[config.mk]
export PLATFORM = sky130hd
export DESIGN_NAME = regfile_wr_ctrl
export DESIGN_NICKNAME = d
export VERILOG_FILES = /design/src/rtl/regfile_wr_ctrl.sv
export SDC_FILE = /design/constraint.sdc
export NUM_CORES = 1
export LEC_CHECK = 0
export CAP_MARGIN = 20
export CELL_PAD_IN_SITES_DETAIL_PLACEMENT = 1
export CELL_PAD_IN_SITES_GLOBAL_PLACEMENT = 2
export CORE_ASPECT_RATIO = 2
export CORE_UTILIZATION = 25
export CTS_BUF_LIST = sky130_fd_sc_hd__clkbuf_2
export CTS_CLUSTER_SIZE = 20
export DETAILED_ROUTE_END_ITERATION = 10
export MAX_ROUTING_LAYER = met4
export PLACE_DENSITY_LB_ADDON = 0.05
export SYNTH_ARGS = -nofsm -noshare
export SYNTH_HDL_FRONTEND = slang
export SYNTH_SLANG_ARGS = --single-unit
export TNS_END_PERCENT = 5
[constraint.sdc]
create_clock -name clk -period 1.7 [get_ports clk]
set_input_delay 0.34 -clock clk [delete_from_list [all_inputs] [get_ports clk]]
set_output_delay 0.34 -clock clk [all_outputs]
set_load 0.05 [all_outputs]
[src/rtl/regfile_wr_ctrl.sv]
// Round-robin write-port arbiter for A/B plus a zero-fill clear sequence; one write per cycle.
// Writes land on rf_* one edge after acceptance; the ready signals stall a requester that loses arbitration or arrives during a clear.
module regfile_wr_ctrl #(
  parameter int ADDR_W = 5,
  parameter int DATA_W = 8
) (
  input  logic              clk,
  input  logic              rst,
  input  logic              a_valid,
  input  logic [ADDR_W-1:0] a_addr,
  input  logic [DATA_W-1:0] a_data,
  output logic              a_ready,
  input  logic              b_valid,
  input  logic [ADDR_W-1:0] b_addr,
  input  logic [DATA_W-1:0] b_data,
  output logic              b_ready,
  input  logic              clr_req,
  output logic              busy,
  output logic              clr_done,
  output logic              rf_we,
  output logic [ADDR_W-1:0] rf_addr,
  output logic [DATA_W-1:0] rf_data
);

  typedef enum logic {CLEAR = 1'b0, RUN = 1'b1} state_t;

  localparam logic [ADDR_W-1:0] LAST = '1;

  state_t              state, state_nxt;
  logic [ADDR_W-1:0]   cnt, cnt_nxt;
  logic                last_b, last_b_nxt;
  logic                we_nxt, done_nxt;
  logic [ADDR_W-1:0]   addr_nxt;
  logic [DATA_W-1:0]   data_nxt;
  logic                arb_ok;

  // last_b set means B won last, so A takes the next tie
  assign arb_ok  = (state == RUN) && !clr_req;
  assign a_ready = arb_ok && a_valid && (!b_valid || last_b);
  assign b_ready = arb_ok && b_valid && (!a_valid || !last_b);
  assign busy    = (state == CLEAR);

  always_ff @(posedge clk or negedge rst) begin
    if (!rst) begin
      state    <= CLEAR;
      cnt      <= '0;
      last_b   <= 1'b1;
      rf_we    <= 1'b0;
      rf_addr  <= '0;
      rf_data  <= '0;
      clr_done <= 1'b0;
    end else begin
      state    <= state_nxt;
      cnt      <= cnt_nxt;
      last_b   <= last_b_nxt;
      rf_we    <= we_nxt;
      rf_addr  <= addr_nxt;
      rf_data  <= data_nxt;
      clr_done <= done_nxt;
    end
  end

  always_comb begin
    state_nxt  = state;
    cnt_nxt    = cnt;
    last_b_nxt = last_b;
    we_nxt     = 1'b0;
    addr_nxt   = rf_addr;
    data_nxt   = rf_data;
    done_nxt   = 1'b0;
    case (state)
      CLEAR: begin
        we_nxt   = 1'b1;
        addr_nxt = cnt;
        data_nxt = '0;
        cnt_nxt  = cnt + 1'b1;
        if (cnt == LAST) begin
          done_nxt  = 1'b1;
          cnt_nxt   = '0;
          state_nxt = RUN;
        end
      end
      RUN: begin
        if (clr_req) begin
          state_nxt = CLEAR;
          cnt_nxt   = '0;
        end else if (a_ready) begin
          addr_nxt   = a_addr;
          data_nxt   = a_data;
          we_nxt     = (a_addr != '0);
          last_b_nxt = 1'b0;
        end else if (b_ready) begin
          // register 0 is hardwired zero: accept but suppress the write
          addr_nxt   = b_addr;
          data_nxt   = b_data;
          we_nxt     = (b_addr != '0);
          last_b_nxt = 1'b1;
        end
      end
      default: state_nxt = CLEAR;
    endcase
  end

endmodule

==> metrics.md <==
| Metric | Value |
|---|---|
| Finish-stage setup viols | `2` |
| Met3 WL post-DR | `slightly below 100 µm` |
| # rows | `33` |
| Worst slack at placement | `-188 ps` |
| R2R setup slack | `around 70 ps` |
| Kind of critical path | `primary input to primary output` |
| Routability cong. | `0.776` |
| Die Area | `~0.0047 mm²` |
| Routed vias | `around 1,100` |
| Max Used Layer | `met4` |
| WHS Path Cells | `2` |
| Area contributors post-synth | `dfrtp_1 48%, mux2i_1 12%, o22ai_1 4.5%, nand3_1 4.1%, o21ai_1 4.1%` |
| Final WS setup | `-78.8 ps` |
| Setup Total Neg Slack | `-94.8 ps` |
| Initial Util | `0.265` |
| FF-to-FF End | `rf_we$_DFF_PN0_` |
| Post-detail-place hpwl | `about 2900 µm` |
| Initial antenna violation count | `0` |
| Fin Clk Skew | `between 20 and 30 ps` |
| RR Startpoint | `last_b$_DFFE_PN1P_` |
| Post-Syn Area | `0.00110 mm²` |
| Pwr/cell area | `1250 mW/mm²` |
| Vias in the first global route | `between 1,000 and 1,500` |
| Final Cycle Share | `1.05` |
| Initial DRC Count | `22` |
| Largest net degree at the start of global routing | `23` |
| Worst r2r path cells | `5` |
| IO Pins | `just under 50` |
| Worst setup path startpoint | `a_valid` |
| DR WL met2 | `about 2200 µm` |
| Worst hold start | `clr_req` |
| Worst Hold End | `cnt[0]$_DFFE_PN0P_` |
| Synth top area share | `0.476` |
| Worst EP arrival | `about 1400 ps` |
| Syn Area/Cell | `approximately 10 µm²` |
| Die Height | `approximately 96 µm` |
| First-pass DRT Iterations | `4` |
| Total number of yosys warnings | `0` |
| Worst path required time | `1360 ps` |
| Area delta synth->final | `60.8%` |
| Core area | `about 0.0042 mm²` |
| Sequential share of the synthesized area | `0.500` |
| Max_cap viols | `0` |
| Root buf cell | `clkbuf_2` |
| Overall Global Routing Usage | `0.173` |
| Clock tree buffer depth | `2` |
| Die Wd | `slightly below 50 µm` |
| Post-Synthesis Cells | `106` |
| Crit. End Element | `primary output` |
| Syn Nets | `about 140` |
| Max VDD drop | `around 0.96 mV` |
| First-pass GRT wire length | `5850 µm` |
| CTS sink count | `22` |
| Final hold viol count | `0` |
| Max-slew headroom | `0.797` |
| Share of layout cells above drive strength 1 | `0.281` |
| FMAX | `562 MHz` |
| Worst-Margin Slew | `a little over 300 ps` |
| Yosys top cell by area | `dfrtp_1` |
| #FFs+latches synth | `22` |
| Avg WL per Cell | `between 15 and 20 µm` |
| DRC | `0` |
| Netlist cell types | `28` |
| Min cycle time layout | `1780 ps` |
| Via-to-Cell Ratio | `roughly 4.8` |
| Status | `complete, but fails checks` |
| H-tree depth | `1` |
| CP Launch Type | `primary input` |
| Failing checks | `setup timing` |
| Fin. max-slew vios | `0` |
| Leakage | `about 0.85 nW` |
| Net count, final | `~210` |
| Final ANT Viol Nets | `0` |
| Tightest Hold Check Type | `primary input to flip-flop` |
| CTS tree | `done` |
| DRT Wirelength | `between 3000 and 4000 µm` |
| Met1 WL | `roughly 1300 µm` |
| Unrepaired setup endpoints after global routing | `true` |
| Crit-path max FO | `3` |
| Utilization after layout | `0.425` |
| Clk_lat worst skew | `approximately 340 ps` |
| Grt ovf | `0` |
| Reg clk slew, reported paths | `roughly 230 ps` |
| Cts bufs inserted | `3` |
| Port buffer count | `48` |
| Hold-fix buffers, CTS | `0` |
| Diode count | `0` |
## registers in the layout (all words and copies together) (netlist names)
signal	count
last_b	1
state	1
rf_we	1
rf_data	8
cnt	5
rf_addr	5
clr_done	1
## per-stage QoR
step,hold WS (ps),area [µm²],instances,total power [W]
2_1_floorplan,44.4,1110,106,0.00153
3_3_place_gp,498,1730,217,0.00198
3_5_place_dp,510,1730,217,0.00201
4_1_cts,299,1770,223,0.00227
5_1_grt,277,1770,223,0.00238
6_report,284,1770,223,0.00222
## worst max-delay path: stages
cell             delay, ps
clkdlybuf4s50_1        570
o21ai_4                110
buf_12                 130
nor3_4                 110
buf_6                  180
## cells in the mapped netlist
cell type  count
dfrtp_1       21
mux2i_1       13
nand3_1        9
o21ai_1        9
nor2_1         8
o22ai_1        8
a21oi_1        6
buf_2          3
nand2_1        3
or4_1          3
a22o_1         2
clkbuf_1       2
ha_1           2
nor3_1         2
or2_2          2
a31oi_1        1
and3_1         1
buf_8          1
dfstp_2        1
inv_1          1
inv_2          1
nor2b_1        1
nor2b_2        1
o21ai_4        1
o21bai_1       1
o311ai_1       1
xnor2_1        1
xor2_1         1
## what timing repair did
action                     4_1_cts  5_1_grt
setup endpoints to repair        2        3
gates resized for setup          2        2
buffers inserted                 2        0
## per-layer routing
layer	GRT usage	vias up
met2	0.347	22
li1	-	516
met5	-	-
met4	0.0735	0
met1	0.164	532
met3	0.0142	2
## placed cells by master (no fill, tap or decap), types with 2 or more instances in the layout
master,count
o22ai_1,8
dfrtp_1,21
or2_2,2
clkbuf_2,4
buf_12,2
buf_6,2
nor2_1,8
o21ai_1,9
ha_1,2
clkdlybuf4s50_1,28
nand2_1,3
a22o_1,2
mux2i_1,13
a21oi_1,6
nand3_1,9
or4_1,3
buf_4,33
## where the power goes
group          total (W)  leakage (nW)  internal [W]  switching [W]
clock network   0.000224        0.0166     0.0000622       0.000162
logic            0.00117         0.552      0.000512       0.000659
registers       0.000827         0.277      0.000692       0.000135
total            0.00222         0.846       0.00127       0.000956
## layout make-up
class / count / area [µm²]
Clock buffer: 4 / 20.0
Fill cell: 491 / 2400
Inverter: 2 / 7.51
Multi-Input combinational cell: 76 / 518
Sequential cell: 22 / 552
Tap cell: 52 / 65.1
Timing Repair Buffer: 67 / 612
## logic make-up after synthesis
logic type / share of synthesized area
adder cells (fa/ha/maj): 0.0227
buffers and inverters: 0.0408
AO/OA/AOI/OAI: 0.164
AND/OR/NAND/NOR: 0.138
XOR/XNOR: 0.0159
multiplexers: 0.118
flip-flops: 0.500
## worst max path at each step
stage | to | cells after the start
detailed placement | a_ready | 6
finish | a_ready | 5
floorplan | b_ready | 4
global route | a_ready | 4
CTS | a_ready | 4
global placement | b_ready | 6
Note: power is estimated with default switching activity, not from simulation.
